## config.mk

```make
export PLATFORM = sky130hd
export DESIGN_NAME = seg7_scan_ctrl
export DESIGN_NICKNAME = d
export VERILOG_FILES = /design/src/rtl/seg7_pkg.sv /design/src/rtl/hex_to_seg7.sv /design/src/rtl/seg7_scan_ctrl.sv
export SDC_FILE = /design/constraint.sdc
export NUM_CORES = 1
export LEC_CHECK = 0
export BUFFER_PORTS_ARGS = -buffer_cell sky130_fd_sc_hd__clkbuf_2
export CAP_MARGIN = 40
export CORE_MARGIN = 3
export CORE_UTILIZATION = 50
export CTS_CLUSTER_SIZE = 20
export DETAILED_ROUTE_END_ITERATION = 7
export PLACE_DENSITY = 0.73
export SLEW_MARGIN = 20
export SYNTH_ARGS = -nofsm -noshare
export SYNTH_HDL_FRONTEND = slang
export SYNTH_HIERARCHICAL = 1
export SYNTH_SLANG_ARGS = --single-unit
```

## constraint.sdc

```tcl
create_clock -name clk_100mhz -period 6.9 [get_ports clk_100mhz]
set_input_delay 1.38 -clock clk_100mhz [delete_from_list [all_inputs] [get_ports clk_100mhz]]
set_output_delay 1.38 -clock clk_100mhz [all_outputs]
set_load 0.01 [all_outputs]
```

## src/rtl/seg7_pkg.sv

```systemverilog
// Shared types and constants for the 7-segment scan controller.
package seg7_pkg;

    typedef enum logic {
        S_BLANK = 1'b0,
        S_DRIVE = 1'b1
    } state_t;

    // Active-low: all segments dark, all anodes off.
    localparam logic [6:0] SEG_BLANK = 7'b1111111;
    localparam logic [3:0] ANODE_OFF = 4'b1111;

    // Active-low hex glyphs, bit order {g,f,e,d,c,b,a}.
    localparam logic [6:0] SEG_HEX_0 = 7'b1000000;
    localparam logic [6:0] SEG_HEX_1 = 7'b1111001;
    localparam logic [6:0] SEG_HEX_2 = 7'b0100100;
    localparam logic [6:0] SEG_HEX_3 = 7'b0110000;
    localparam logic [6:0] SEG_HEX_4 = 7'b0011001;
    localparam logic [6:0] SEG_HEX_5 = 7'b0010010;
    localparam logic [6:0] SEG_HEX_6 = 7'b0000010;
    localparam logic [6:0] SEG_HEX_7 = 7'b1111000;
    localparam logic [6:0] SEG_HEX_8 = 7'b0000000;
    localparam logic [6:0] SEG_HEX_9 = 7'b0010000;
    localparam logic [6:0] SEG_HEX_A = 7'b0001000;
    localparam logic [6:0] SEG_HEX_B = 7'b0000011;
    localparam logic [6:0] SEG_HEX_C = 7'b1000110;
    localparam logic [6:0] SEG_HEX_D = 7'b0100001;
    localparam logic [6:0] SEG_HEX_E = 7'b0000110;
    localparam logic [6:0] SEG_HEX_F = 7'b0001110;

endpackage

```

## src/rtl/hex_to_seg7.sv

```systemverilog
// Combinational hex nibble to active-low 7-segment glyph.
module hex_to_seg7
    import seg7_pkg::*;
(
    input  logic [3:0] nibble,
    output logic [6:0] seg
);

    // Glyph lookup.
    always_comb begin
        seg = SEG_BLANK;
        case (nibble)
            4'h0: seg = SEG_HEX_0;
            4'h1: seg = SEG_HEX_1;
            4'h2: seg = SEG_HEX_2;
            4'h3: seg = SEG_HEX_3;
            4'h4: seg = SEG_HEX_4;
            4'h5: seg = SEG_HEX_5;
            4'h6: seg = SEG_HEX_6;
            4'h7: seg = SEG_HEX_7;
            4'h8: seg = SEG_HEX_8;
            4'h9: seg = SEG_HEX_9;
            4'hA: seg = SEG_HEX_A;
            4'hB: seg = SEG_HEX_B;
            4'hC: seg = SEG_HEX_C;
            4'hD: seg = SEG_HEX_D;
            4'hE: seg = SEG_HEX_E;
            4'hF: seg = SEG_HEX_F;
            default: seg = SEG_BLANK;
        endcase
    end

endmodule

```

## src/rtl/seg7_scan_ctrl.sv

```systemverilog
// Time-multiplexed scan of a 4-digit 7-segment display with blanking gaps,
// per-frame data snapshot, digit enable mask and leading-zero suppression.
module seg7_scan_ctrl
    import seg7_pkg::*;
#(
    parameter int NUM_DIGITS   = 4,
    parameter int BLANK_CYCLES = 16
) (
    input  logic                    clk_100mhz,
    input  logic                    reset_n,
    input  logic                    scan_tick,
    input  logic [4*NUM_DIGITS-1:0] digits_in,
    input  logic [NUM_DIGITS-1:0]   digit_en,
    input  logic                    lzs_en,
    output logic [NUM_DIGITS-1:0]   digit_select,
    output logic [NUM_DIGITS-1:0]   digit_select_off,
    output logic [6:0]              seven,
    output logic                    frame_done
);

    localparam int         SLOT_W     = $clog2(NUM_DIGITS);
    localparam logic [7:0] BLANK_INIT = 8'(BLANK_CYCLES - 1);

    state_t                  state_q, state_d;
    logic [SLOT_W-1:0]       slot_q, slot_d;
    logic [7:0]              cnt_q, cnt_d;
    logic [4*NUM_DIGITS-1:0] shadow_q, shadow_d;
    logic [NUM_DIGITS-1:0]   sel_q, sel_d;
    logic [6:0]              seg_q, seg_d;
    logic                    fd_q, fd_d;

    logic                    load;
    logic [4*NUM_DIGITS-1:0] src;
    logic [3:0]              nib;
    logic [3:0]              nib_zero;
    logic [3:0]              upper_zero;
    logic                    show;
    logic [6:0]              dec_seg;
    logic [NUM_DIGITS-1:0]   drive_sel;
    logic [6:0]              drive_seg;

    // Unused board digits stay dark.
    assign digit_select_off = ANODE_OFF;

    // Slot 0 of a new frame is decoded straight from digits_in so the fresh
    // snapshot is visible on the same edge it is captured.
    always_comb begin
        load = (state_q == S_BLANK) && (cnt_q == 8'd0) && (slot_q == '0);
        src  = load ? digits_in : shadow_q;
        nib  = src[{slot_q, 2'b00} +: 4];
    end

    // A digit is a leading zero when it and every higher nibble are zero.
    always_comb begin
        nib_zero[0]   = (src[3:0]   == 4'h0);
        nib_zero[1]   = (src[7:4]   == 4'h0);
        nib_zero[2]   = (src[11:8]  == 4'h0);
        nib_zero[3]   = (src[15:12] == 4'h0);
        upper_zero[3] = nib_zero[3];
        upper_zero[2] = &nib_zero[3:2];
        upper_zero[1] = &nib_zero[3:1];
        upper_zero[0] = &nib_zero[3:0];
    end

    hex_to_seg7 u_dec (
        .nibble (nib),
        .seg    (dec_seg)
    );

    // Per-slot drive pattern; enable mask and suppression act live.
    always_comb begin
        show = digit_en[slot_q] &&
               !(lzs_en && (slot_q != '0) && upper_zero[slot_q]);
        drive_sel = show ? ~(NUM_DIGITS'(1) << slot_q) : ANODE_OFF;
        drive_seg = show ? dec_seg : SEG_BLANK;
    end

    // Next-state: drive until a tick, then blank for BLANK_CYCLES cycles.
    always_comb begin
        state_d  = state_q;
        slot_d   = slot_q;
        cnt_d    = cnt_q;
        shadow_d = shadow_q;
        sel_d    = sel_q;
        seg_d    = seg_q;
        fd_d     = 1'b0;
        case (state_q)
            S_DRIVE: begin
                if (scan_tick) begin
                    state_d = S_BLANK;
                    slot_d  = (slot_q == SLOT_W'(NUM_DIGITS - 1)) ? '0 : slot_q + 1'b1;
                    cnt_d   = BLANK_INIT;
                    sel_d   = ANODE_OFF;
                    seg_d   = SEG_BLANK;
                end else begin
                    sel_d = drive_sel;
                    seg_d = drive_seg;
                end
            end
            default: begin
                if (cnt_q == 8'd0) begin
                    state_d = S_DRIVE;
                    sel_d   = drive_sel;
                    seg_d   = drive_seg;
                    if (slot_q == '0) begin
                        shadow_d = digits_in;
                        fd_d     = 1'b1;
                    end
                end else begin
                    cnt_d = cnt_q - 8'd1;
                end
            end
        endcase
    end

    // State and registered outputs.
    always_ff @(posedge clk_100mhz or negedge reset_n) begin
        if (!reset_n) begin
            state_q  <= S_BLANK;
            slot_q   <= '0;
            cnt_q    <= BLANK_INIT;
            shadow_q <= '0;
            sel_q    <= ANODE_OFF;
            seg_q    <= SEG_BLANK;
            fd_q     <= 1'b0;
        end else begin
            state_q  <= state_d;
            slot_q   <= slot_d;
            cnt_q    <= cnt_d;
            shadow_q <= shadow_d;
            sel_q    <= sel_d;
            seg_q    <= seg_d;
            fd_q     <= fd_d;
        end
    end

    assign digit_select = sel_q;
    assign seven        = seg_q;
    assign frame_done   = fd_q;

endmodule

```

==> impl_metrics.tcl <==
set metrics [dict create \
    yosysMostFrequentCell "dfrtp_1" \
    die_y_um 72.7 \
    cts-hold-fix-buffers 0 \
    antenna_cells 0 \
    synthesis.area_sq_um 2230 \
    top_level_ports 40 \
    placed_cells 257 \
    start_util_pct 53.7 \
    via_per_inst 5.51 \
    cp_max_fo 18 \
    hp-class "register to register" \
    async_reset_ff_share_pct 100 \
    clockBufferDepth 2 \
    drc_errors 0 \
    worst_slew_pin_slew_ns 0.533 \
    synth_cell_types 45 \
    drtIter0Drc 63 \
    synth_warnings 6 \
    die_w_um 72.7 \
    yosys-top-cells-count "24 x dfrtp_1, 15 x dfstp_2, 13 x ha_1, 12 x inv_1, 10 x o22a_1" \
    synth_ff_type "dfrtp_1" \
    endpoint_kind "register" \
    cts_tree "yes" \
    globalplace.congestion 0.812 \
    vias 1461 \
    final_nets 251 \
    grt_antenna_before_repair 0 \
    clkSlewWorstSetupHoldPaths_ns 0.08 \
    critPathRequiredTime_ns 7.14 \
    setup_viol 0 \
    overflow 0 \
    fin_skew_ns 0.0133 \
    rsz0062_at_grt "no" \
    synthCells 181 \
    max_stage_delay_ns 0.67 \
    post-route-period-util_pct 51.7 \
    post_cts_resized 0 \
    grt_start_max_net_pins 22 \
    areaGrowthSynthToFinish_pct 13.6 \
    instances_no_fill 265 \
    avgSynthCellArea_sq_um 12.3 \
    rows 23 \
    fin_setup_tns_ns 0 \
    fmax_ghz 0.280 \
    htreeDepth 2 \
    insertion_delay_ns 0.29 \
    crit_type "register to register" \
    hold_viol_final 0 \
    ys_ff_latch 39 \
    layout-drive-gt1-share_pct 40.5 \
    firstDrtPassIters 4 \
    synth_top_cell_by_area "dfrtp_1" \
    numCtsBuffers 5 \
    wl_mm 4.14 \
    die_area_sq_um 5290 \
    portBuffers 35 \
    crit_path_start_kind "register" \
    finalCriticalPeriod_ns 3.57 \
    cpLargestDelayFamily "multiplexers" \
    clock_sinks 39 \
    synth_area_leaders "dfrtp_1 27%, dfstp_2 18%, ha_1 7.3%, mux2_4 6.1%, mux4_2 5.1%" \
    grt_pass1_wl_mm 6.93 \
    cts_setup_buffers 0 \
    antenna_left 0 \
    grt_pass1_vias 1456 \
    power_density_nw_per_um2 183 \
    worst_slack_ns 3.33 \
    routedWlPerCell_um 15.6 \
    worst-path-buf-inv 2 \
    maxSlewHeadroom_pct 64.5 \
    synth_top_area_share_pct 27.0 \
    slew_viol_final 0 \
    cp_slowest_cell "dfrtp_1" \
    peakVddDrop_mv 0.103 \
    arrival_ns 3.80 \
    synth_edf_count 0 \
    power.total_uw 462 \
    p_leak_uw 0.00115 \
    outcome "finished clean" \
    place_ws_ns 3.30 \
    dp_hpwl_mm 3.20 \
    clockRootBuffer "clkbuf_8" \
    yosysSeqAreaShare_pct 44.7 \
    track_usage_pct 17.1 \
    fillerInstances 352 \
    cp_cell_sequence "inv_1 > ha_1 > nand4_4 > mux2_2 > mux4_2 > inv_1 > ha_1 > and2b_2 > or3b_1 > o21ai_0 > o22a_1" \
    drv_cap 0 \
    fp.coreArea_sq_um 4140 \
]
[state kept, by name, summed over array words and instances, names as in the netlist]
signal	count
frame_done	1
state_q	1
shadow_q	16
digit_select	4
cnt_q	8
slot_q	2
seven	7
[layer usage]
layer / vias to the layer above / track usage [%] / wire length [um]
met5: - / 0 / 0
met4: 0 / 5.53 / 63
met3: 7 / 4.13 / 152
met2: 26 / 28.3 / 2030
met1: 706 / 22.1 / 1890
li1: 722 / - / -
[area by class of cell]
type	instances	area (sq um)	share of cell area [%]
multi-input combinational	120	1120	44.1
sequential	39	995	39.3
timing repair buffer	36	203	8.02
clock buffer	5	68.8	2.72
tap	50	62.6	2.47
inverter	12	45.0	1.78
clock inverter	3	38.8	1.53
[placed cells by master (no fill, tap or decap), drive strengths merged, types with 2 or more instances in the layout]
cell    netlist  layout
nor2          7       7
nor3          2       2
ha           13      13
o22a         10      10
nand3         2       2
mux2         18      18
conb          1       4
clkinv        0       2
a22o          2       2
nand2         8       8
o21ai         6       6
o21a          2       2
nor4          7       7
clkbuf        4      40
dfstp        15      15
a21oi         7       7
xnor2         2       2
inv          12      12
mux2i         5       5
a21o          2       2
mux4          6       6
dfrtp        24      24
[logic make-up after synthesis]
| logic type | synth area share [%] |
|---|---|
| fa+ha+maj | 7.31 |
| flops | 44.7 |
| compound gates | 11.7 |
| mux | 19.1 |
| buf+inv | 5.68 |
| simple gates | 10.1 |
| xor+xnor | 1.18 |
| other cells | 0.168 |
[worst reg2reg max path: stages, from the launching register on]
cell and delay, ns:
dfrtp_1 0.67, inv_1 0.15, ha_1 0.29, nand4_4 0.31, mux2_2 0.40, mux4_2 0.54, inv_1 0.17, ha_1 0.20
and2b_2 0.22, or3b_1 0.36, o21ai_0 0.08, o22a_1 0.14
[worst paths after layout]
| path | start | to | slack [ns] | depth (start not counted) |
|---|---|---|---|---|
| setup / recovery | slot_q[0] | seven[0] | 3.33 | 11 |
| hold / removal | cnt_q[0] | cnt_q[0] | 0.51 | 2 |
| setup reg to reg | slot_q[0] | seven[0] | 3.33 | 11 |
| hold reg to reg | cnt_q[0] | cnt_q[0] | 0.51 | 2 |
| max in group asynchronous | reset_n | cnt_q[3] | 5.29 | 2 |
| min in group asynchronous | reset_n | shadow_q[4] | 1.05 | 1 |
[through the flow]
step           hold slack, ns  area (sq um)  utilization (%)
3_5_place_dp            0.495          2420             58.4
4_1_cts                 0.508          2530             61.0
6_report                0.506          2530             61.0
2_1_floorplan           0.471          2240                -
5_1_grt                 0.536          2530             61.0
3_3_place_gp            0.495          2390             57.8
[report_power, final]
part | internal (uW) | total (uW) | switching, uW | leakage, uW
Clock | 106 | 186 | 80.0 | 0.0000556
Sequential | 234 | 236 | 2.45 | 0.000444
Combinational | 19.9 | 39.4 | 19.5 | 0.000650
Power figures use the tool's default switching activity.
